--- config.mk ---
export PLATFORM = sky130hd
export DESIGN_NAME = fft_addr_gen
export DESIGN_NICKNAME = d
export VERILOG_FILES = /design/src/rtl/fft_pkg.sv /design/src/rtl/fft_addr_map.sv /design/src/rtl/fft_addr_gen.sv
export SDC_FILE = /design/constraint.sdc
export NUM_CORES = 1
export LEC_CHECK = 0
export BUFFER_PORTS_ARGS = -buffer_cell sky130_fd_sc_hd__buf_2
export CAP_MARGIN = 0
export CELL_PAD_IN_SITES_DETAIL_PLACEMENT = 1
export CELL_PAD_IN_SITES_GLOBAL_PLACEMENT = 1
export CORE_ASPECT_RATIO = 1.25
export CORE_UTILIZATION = 30
export CTS_BUF_LIST = sky130_fd_sc_hd__clkbuf_4 sky130_fd_sc_hd__clkbuf_8 sky130_fd_sc_hd__clkbuf_16
export DETAILED_ROUTE_END_ITERATION = 8
export PLACE_DENSITY_LB_ADDON = 0.1
export SETUP_SLACK_MARGIN = 0.02
export SYNTH_ARGS = -nofsm -noshare
export SYNTH_HDL_FRONTEND = slang
export SYNTH_SLANG_ARGS = --single-unit
--- constraint.sdc ---
create_clock -name clk -period 3 [get_ports clk]
set_input_delay 0.3 -clock clk [delete_from_list [all_inputs] [get_ports clk]]
set_output_delay 0.3 -clock clk [all_outputs]
set_load 0.1 [all_outputs]
--- src/rtl/fft_pkg.sv ---
// fft_pkg: shared FSM state type, default transform size and stage-width
// helper for the FFT address generator.
package fft_pkg;

    typedef enum logic [1:0] {
        IDLE = 2'd0,
        RUN  = 2'd1,
        DONE = 2'd2
    } fft_state_t;

    localparam int unsigned FFT_LOG2N_DEFAULT = 5;

    // Width needed to hold stage indices 0..log2n-1, never less than one bit.
    function automatic int unsigned fft_stage_width(input int unsigned log2n);
        int unsigned w;
        w = $clog2(log2n);
        return (w < 32'd1) ? 32'd1 : w;
    endfunction

endpackage

--- src/rtl/fft_addr_map.sv ---
// fft_addr_map: purely combinational mapping from butterfly index j and
// stage s to the operand pair and twiddle ROM address of a radix-2 FFT.
module fft_addr_map
    import fft_pkg::*;
#(
    parameter int unsigned LOG2N = FFT_LOG2N_DEFAULT,
    parameter int unsigned SW    = fft_stage_width(LOG2N)
) (
    input  logic [LOG2N-2:0] j,
    input  logic [SW-1:0]    s,
    output logic [LOG2N-1:0] addr_a,
    output logic [LOG2N-1:0] addr_b,
    output logic [LOG2N-2:0] tw_addr
);

    logic [LOG2N-1:0] j_ext;
    logic [LOG2N-1:0] span;
    logic [LOG2N-1:0] lo;
    logic [SW-1:0]    tw_shift;

    // Insert a zero at bit position s of j to form the upper operand, set that
    // bit for the lower operand, and scale the in-group offset for the twiddle.
    always_comb begin
        j_ext    = {1'b0, j};
        span     = LOG2N'(1) << s;
        lo       = j_ext & (span - LOG2N'(1));
        // two-step left shift avoids overflowing s+1 when s is at its maximum
        addr_a   = (((j_ext >> s) << s) << 1) | lo;
        addr_b   = addr_a | span;
        tw_shift = SW'(LOG2N - 1) - s;
        tw_addr  = lo[LOG2N-2:0] << tw_shift;
    end

endmodule

--- src/rtl/fft_addr_gen.sv ---
// fft_addr_gen: sequences butterfly operand/twiddle addresses for one full
// radix-2 FFT sweep with a valid/ready handshake.
// Define FFT_ADDR_GEN_DIF_EN for decimation-in-frequency stage order
// (LOG2N-1 down to 0); the default is decimation-in-time (0 up to LOG2N-1).
module fft_addr_gen
    import fft_pkg::*;
#(
    parameter int unsigned LOG2N = FFT_LOG2N_DEFAULT,
    parameter int unsigned SW    = fft_stage_width(LOG2N)
) (
    input  logic             clk,
    input  logic             clr,
    input  logic             start,
    input  logic             ready,
    output logic             valid,
    output logic [LOG2N-1:0] addr_a,
    output logic [LOG2N-1:0] addr_b,
    output logic [LOG2N-2:0] tw_addr,
    output logic [SW-1:0]    stage,
    output logic             last,
    output logic             busy,
    output logic             done
);

    localparam logic [LOG2N-2:0] J_LAST = '1;
`ifdef FFT_ADDR_GEN_DIF_EN
    localparam logic [SW-1:0] STAGE_FIRST = SW'(LOG2N - 1);
    localparam logic [SW-1:0] STAGE_FINAL = '0;
`else
    localparam logic [SW-1:0] STAGE_FIRST = '0;
    localparam logic [SW-1:0] STAGE_FINAL = SW'(LOG2N - 1);
`endif

    fft_state_t       state;
    fft_state_t       state_nxt;
    logic [LOG2N-2:0] j;
    logic [LOG2N-2:0] j_nxt;
    logic [SW-1:0]    stage_nxt;
    logic             load;
    logic             last_q;
    logic [LOG2N-1:0] map_a;
    logic [LOG2N-1:0] map_b;
    logic [LOG2N-2:0] map_tw;

    // The map sees the *next* index so its result can be registered on the
    // same edge that advances the counters.
    fft_addr_map #(
        .LOG2N (LOG2N),
        .SW    (SW)
    ) u_map (
        .j       (j_nxt),
        .s       (stage_nxt),
        .addr_a  (map_a),
        .addr_b  (map_b),
        .tw_addr (map_tw)
    );

    // Next state, next (j, stage) and whether the output pair reloads.
    always_comb begin
        state_nxt = state;
        j_nxt     = j;
        stage_nxt = stage;
        load      = 1'b0;
        unique case (state)
            IDLE: begin
                if (start) begin
                    state_nxt = RUN;
                    j_nxt     = '0;
                    stage_nxt = STAGE_FIRST;
                    load      = 1'b1;
                end
            end
            RUN: begin
                if (ready) begin
                    if (last_q) begin
                        state_nxt = DONE;
                    end else begin
                        load  = 1'b1;
                        j_nxt = j + (LOG2N-1)'(1);
                        if (j == J_LAST) begin
`ifdef FFT_ADDR_GEN_DIF_EN
                            stage_nxt = stage - SW'(1);
`else
                            stage_nxt = stage + SW'(1);
`endif
                        end
                    end
                end
            end
            DONE: begin
                state_nxt = IDLE;
            end
            default: begin
                state_nxt = IDLE;
            end
        endcase
    end

    // State, counters and registered pair outputs; clr aborts any sweep.
    always_ff @(posedge clk or posedge clr) begin
        if (clr) begin
            state   <= IDLE;
            j       <= '0;
            stage   <= '0;
            addr_a  <= '0;
            addr_b  <= '0;
            tw_addr <= '0;
            last_q  <= 1'b0;
        end else begin
            state <= state_nxt;
            if (load) begin
                j       <= j_nxt;
                stage   <= stage_nxt;
                addr_a  <= map_a;
                addr_b  <= map_b;
                tw_addr <= map_tw;
                last_q  <= (j_nxt == J_LAST) && (stage_nxt == STAGE_FINAL);
            end else if (state_nxt != RUN) begin
                last_q <= 1'b0;
            end
        end
    end

    assign valid = (state == RUN);
    assign busy  = (state != IDLE);
    assign done  = (state == DONE);
    assign last  = last_q;

endmodule

After elaboration in Yosys (flattened, before gate mapping) --
Index checks and enable logic that the tools add are counted.
Cells by class: shifts and indexed selects 4, bitwise operators 3, reductions and logical operators 4, eq/ne operators 6, multiplexer cells 19, add/sub/neg operators 4
Operators with widths (count):
- $mux 3 | 4
- $mux 4 | 3
- $or 5x5->5 | 2
- $eq 4x4->1 const B | 2
- $pmux 4 s2 | 1
- $mux 2 | 3
- $pmux 3 s2 | 1
- $and 4x5->5 | 1
- $mux 1 | 5
- $shl 1x3->5 const A | 1
- $shl 5x3->4 | 1
- $shr 4x3->5 | 1
- $sub 5x1->5 const B | 1
- $add 4x1->4 const B | 1
- $pmux 2 s2 | 1
- $reduce_bool 2->1 | 2
- $shl 4x3->4 | 1
- $add 3x1->3 const B | 1
- $eq 3x3->1 const B | 1
- $sub 3x3->3 const A | 1
- $eq 2x1->1 const B | 1
- $eq 2x2->1 const B | 1
- $logic_not 2->1 | 1
- $ne 2x1->1 const B | 1
- other kinds (2) | 2
Storage, ports and cells: bits in registers 24, output and inout port bits 21, logic and storage cells 47

Logic depth before layout (Yosys ltp) --
depth in word-level cells 10, gate-level depth with buffers 15, gate-level depth less buffers 13

By module --
Synthesis repeated with hierarchy kept, for this count alone.
Unflattened totals: cell total of the unflattened synthesis 149, area, all modules 1579.0 sq um
Modules (own cells, without submodules):
- fft_addr_gen | seq. area each 600.6 sq um, times used 1, area each 1204.9 sq um, cells each 95
- fft_addr_map | seq. area each 0.0 sq um, times used 1, area each 374.1 sq um, cells each 54

Least setup slack after synthesis --
Ideal clock, no wire load.
path type reg2reg, start reg stage[0], end reg tw_addr[3], clock period less this slack 3659 ps, arrival time 3569 ps, cell stages (with the launch flop) 14, path slack -659 ps, path buffers 1, cells stage by stage dfrtp_1 ha_1 inv_1 or4_1 a21oi_2 inv_1 ha_1 ha_1 clkbuf_1 inv_1 ha_1 nor3_1 mux2i_1 o221ai_1
Between the ends: longest elaborated chain between the ends 9, elaborated cells on any way between the ends 11, classes of those cells add/sub: 3; shift: 2; mux: 5; bitwise: 1
RTL lines:
- from (decl) | line fft_addr_gen.sv:19 | output logic [SW-1:0] stage,
- from (signal assigned) | line fft_addr_gen.sv:113 | stage <= stage_nxt;
- $add 3x1->3 (*) | line fft_addr_gen.sv:84 | stage_nxt = stage + SW'(1);
- $mux 3 (*) | line fft_addr_gen.sv:80 | if (j == J_LAST) begin
- $mux 3 (*) | line fft_addr_gen.sv:75 | if (last_q) begin
- $mux 3 (*) | line fft_addr_gen.sv:74 | if (ready) begin
- $pmux 3 s2 (*) | line fft_addr_gen.sv:64 | unique case (state)
- net stage_nxt[1] | line fft_addr_gen.sv:38 | logic [SW-1:0] stage_nxt;
- $shl 1x3->5 | line fft_addr_map.sv:25 | span = LOG2N'(1) << s;
- $sub 5x1->5 | line fft_addr_map.sv:26 | lo = j_ext & (span - LOG2N'(1));
- $and 4x5->5 | line fft_addr_map.sv:26
- $shl 4x3->4 (*) | line fft_addr_map.sv:31 | tw_addr = lo[LOG2N-2:0] << tw_shift;
- to (signal assigned) | line fft_addr_gen.sv:116 | tw_addr <= map_tw;
- to (decl) | line fft_addr_gen.sv:18 | output logic [LOG2N-2:0] tw_addr,
Mark *: on every way through the listed nets, which the timed path passes. The rest lies on a longest branch. A chain may end at the register's enable or synchronous reset.

Final worst setup path --
Same ends and word-level chain as after synthesis.

==> tab_implementation.tex <==
\begin{tabular}{lr}
\hline
Metric & Value \\
\hline
\multicolumn{2}{l}{\textbf{Synthesis}} \\
\quad Yosys warns & 0 \\
\quad Synthesized area per cell & 9.083 um2 \\
\quad Commonest cells in the synthesized netlist & 25 x sky130\_fd\_sc\_hd\_\_nand2\_1, 24 x sky130\_fd\_sc\_hd\_\_dfrtp\_1, 15 x sky130\_fd\_sc\_hd\_\_nor2\_1 \\
\quad Count of flip-flops with a built-in enable after synthesis & 0 \\
\quad Number of different library cells in the post-synthesis netlist & 48 \\
\quad Synth area leaders & sky130\_fd\_sc\_hd\_\_dfrtp\_1 41\%, sky130\_fd\_sc\_hd\_\_ha\_1 7.7\%, sky130\_fd\_sc\_hd\_\_nand2\_1 6.4\%, sky130\_fd\_sc\_hd\_\_nor2\_1 3.8\%, sky130\_fd\_sc\_hd\_\_mux2i\_1 2.7\% \\
\quad Most used standard cell by instance count after synthesis & sky130\_fd\_sc\_hd\_\_nand2\_1 \\
\quad Proportion of netlist area held by the largest area contributor & 0.4082 \\
\quad Number of register bits inferred by synthesis & 24 \\
\quad Post-Syn Area & 1471 um2 \\
\quad Async S/R FF share, synth & 1.000 \\
\quad Number of cells produced by synthesis & 162 \\
\quad Post-synthesis sequential area ratio & 0.4082 \\
\quad Syn\_nets & 175 \\
\quad Cell type with the largest total area after synthesis & sky130\_fd\_sc\_hd\_\_dfrtp\_1 \\
\quad Top flip-flop cell by instance count after synthesis & sky130\_fd\_sc\_hd\_\_dfrtp\_1 \\
\multicolumn{2}{l}{\textbf{Drt}} \\
\quad Routed Wire Length & 4.408 mm \\
\quad ANT nets after route & 0 \\
\quad Vias & 1325 \\
\quad Violation count after the first detailed-route iteration & 25 \\
\quad Residual DRC count & 0 \\
\quad Routed wire length per instance & 17.15 um \\
\quad Vias per cell & 5.156 \\
\quad Number of iterations in the first detailed-routing pass & 4 \\
\multicolumn{2}{l}{\textbf{CTS}} \\
\quad Depth of the CTS H-tree & 1 \\
\quad TritonCTS clock tree & built \\
\quad Reg clk slew, reported paths & 0.09 ns \\
\quad CTS buffer count & 3 \\
\quad Buffer levels on the longest clock path & 2 \\
\quad Clock sink count & 24 \\
\quad Root Driver & sky130\_fd\_sc\_hd\_\_clkbuf\_8 \\
\quad Post-CTS Setup Inserts & 0 \\
\quad Skew-Pair Late Insertion Delay & 0.28 ns \\
\multicolumn{2}{l}{\textbf{Layout}} \\
\quad Number of diodes added for antenna fixing & 0 \\
\quad Fill count & 579 \\
\quad Core Util, Final & 0.4079 \\
\quad Multi-input logic area & 915.9 um2 \\
\quad Reg area & 611.8 um2 \\
\quad Fraction of final layout cells with drive strength greater than 1 & 0.3553 \\
\quad Synthesis-to-layout area growth & 31.12\% \\
\quad Net count of the finished layout & 211 \\
\multicolumn{2}{l}{\textbf{Power}} \\
\quad Static leakage & 0.8773 nW \\
\quad Cell Pwr Density & 1084 nW/um2 \\
\quad Worst-case vdd ir drop & 0.5078 mV \\
\quad Overall Power & 0.002092 W \\
\multicolumn{2}{l}{\textbf{Global route}} \\
\quad Fraction of met2 tracks used by global routing & 0.3179 \\
\quad Global routing usage summed across all routing layers & 0.1802 \\
\quad Antenna violations before repair & 0 \\
\quad Met1 GRT Util & 0.2191 \\
\quad Largest net degree at the start of global routing & 25 \\
\quad Vias in the first global route & 1403 \\
\quad Wire length of the first global-routing pass & 6.913 mm \\
\quad Global route overflow & 0 \\
\quad GR peak layer & met2 \\
\quad Met3 usage in global routing & 0.01989 \\
\multicolumn{2}{l}{\textbf{Worst setup path}} \\
\quad Kind of end point of the critical path & register \\
\quad Crit path launch type & register \\
\quad Highest cell delay on the worst timing path & 0.55 ns \\
\quad Critical-path maximum fanout & 5 \\
\quad Data arrival time of the worst path & 3.11 ns \\
\quad Cell class contributing the biggest share of worst-path delay & simple AND/OR/NAND/NOR gates \\
\quad Cell Chain, Critical Path & ha\_4 > inv\_1 > or4\_4 > a21oi\_4 > inv\_2 > ha\_2 > buf\_4 > nor3\_4 > nor3\_2 > a211o\_1 > a32oi\_1 > o221ai\_1 \\
\quad Buf/Inv on CP & 3 \\
\quad Worst path slowest cell & sky130\_fd\_sc\_hd\_\_or4\_4 \\
\quad Required arrival time at the worst endpoint & 3.15 ns \\
\quad Kind of critical path & reg2reg \\
\multicolumn{2}{l}{\textbf{STA}} \\
\quad Number of failing setup endpoints in the final timing report & 0 \\
\quad Final critical-path setup slack & 0.03578 ns \\
\quad Shortest clock period the worst path allows after layout & 2.964 ns \\
\quad RSZ-0062 raised after global routing & true \\
\quad Final max-slew violation count & 0 \\
\quad Share of the clock period used by the worst path after layout & 0.9881 \\
\quad Max Clock Skew & 0.001822 ns \\
\quad Final Hold Fails & 0 \\
\quad Highest achievable clock rate & 337.4 MHz \\
\quad Tightest Pin Transition & 0.9270 ns \\
\quad Slew Limit Headroom & 0.3814 \\
\multicolumn{2}{l}{\textbf{Placed design}} \\
\quad Final HPWL from detailed placement & 3.391 mm \\
\quad Placement-stage worst setup slack & -0.01866 ns \\
\quad Port Buf Inserts & 24 \\
\quad Weighted congestion reported at the end of routability-driven placement & 0.8262 \\
\multicolumn{2}{l}{\textbf{Die}} \\
\quad Top-Level Pins & 25 \\
\quad Effective utilization at floorplan & 0.3111 \\
\quad Vertical extent of the die & 80.30 um \\
\quad Total Die Area & 5191 um2 \\
\quad Area of the core region & 4730 um2 \\
\quad Standard-cell rows & 28 \\
\quad Floorplan die width & 64.64 um \\
\multicolumn{2}{l}{\textbf{Job}} \\
\quad Number of max-cap violations & 0 \\
\multicolumn{2}{l}{\textbf{Hold path}} \\
\quad Min-Delay Path Class & in2async \\
\multicolumn{2}{l}{\textbf{Outcome}} \\
\quad Result of the run & finished, final reports clean \\
\hline
\end{tabular}
==> layout by cell type, fill, tap and decap left out, types with 3 or more instances in the layout <==
master,n
sky130_fd_sc_hd__dfrtp_1,21
sky130_fd_sc_hd__nand2_1,25
sky130_fd_sc_hd__buf_4,13
sky130_fd_sc_hd__nand3_1,3
sky130_fd_sc_hd__dfrtp_4,3
sky130_fd_sc_hd__ha_1,4
sky130_fd_sc_hd__ha_4,4
sky130_fd_sc_hd__a21oi_1,5
sky130_fd_sc_hd__clkbuf_8,3
sky130_fd_sc_hd__nand4_1,3
sky130_fd_sc_hd__inv_1,7
sky130_fd_sc_hd__or2_2,3
sky130_fd_sc_hd__o21ai_0,6
sky130_fd_sc_hd__inv_2,3
sky130_fd_sc_hd__nor2_1,15
sky130_fd_sc_hd__a31oi_1,6
sky130_fd_sc_hd__mux2i_1,4
sky130_fd_sc_hd__buf_2,24
==> area by class of cell <==
type | instances | share of cell area
clock buffer | 3 | 0.02140
clock inverter | 1 | 0.01556
inverter | 10 | 0.01946
multi-input combinational | 122 | 0.4747
sequential | 24 | 0.3171
tap | 60 | 0.03891
timing repair buffer | 37 | 0.1128
==> per-stage QoR <==
stage / cells / hold WS, ns / setup TNS (ns) / instance area, um2
floorplan: 162 / 0.3147 / -0.08128 / 1594
global placement: 253 / 0.4568 / 0 / 1838
detailed placement: 253 / 0.4570 / -0.01866 / 1838
CTS: 257 / 0.2602 / 0 / 1916
global route: 257 / 0.3244 / -0.1462 / 1929
finish: 257 / 0.2122 / 0 / 1929
==> power breakdown <==
| part | leakage [nW] | total (W) | switching (W) | internal [W] |
|---|---|---|---|---|
| Clock | 0.0357 | 0.000294 | 0.000115 | 0.000179 |
| Sequential | 0.296 | 0.000496 | 0.0000718 | 0.000425 |
| Combinational | 0.546 | 0.00130 | 0.000967 | 0.000334 |
| Total | 0.877 | 0.00209 | 0.00115 | 0.000938 |
==> timing repair <==
| item | CTS | global route |
|---|---|---|
| hold buffers | 0 | 0 |
| pin swaps | 1 | 5 |
| endpoints found under the setup margin | 2 | 5 |
| endpoints found under the hold margin | 0 | 0 |
| gates resized for setup | 1 | 3 |
==> flip-flops by register name (all words and copies together) (netlist names) <==
name and count:
addr_a 5, addr_b 5, j 4, last 1, stage 3, state 2, tw_addr 4
==> metal layers <==
layer | up-vias | part of all wire
li1 | 639 | -
met1 | 647 | 0.44
met2 | 30 | 0.51
met3 | 9 | 0.027
met4 | 0 | 0.022
met5 | - | 0
==> cell families (layout without fill, tap and decap cells) <==
logic type | count (synthesis) | count (layout) | synth area share
simple gates | 75 | 75 | 0.2679
compound gates | 30 | 30 | 0.1386
flops | 24 | 24 | 0.4082
buf+inv | 16 | 51 | 0.05186
fa+ha+maj | 9 | 9 | 0.07653
mux | 6 | 6 | 0.04507
xor+xnor | 2 | 2 | 0.01191
==> worst paths after layout <==
check	end	start	slack, ns	cells after the start
max in group asynchronous	stage[1]	clr	2.12	2
worst min-delay path	addr_b[3]	clr	0.21	2
min in group clk	state[1]	ready	0.38	2
worst min register to register	addr_a[0]	addr_a[0]	0.49	2
worst max register to register	tw_addr[3]	stage[0]	0.04	12
worst max-delay path	tw_addr[3]	stage[0]	0.04	12
Note: power is estimated with default switching activity, not from simulation.
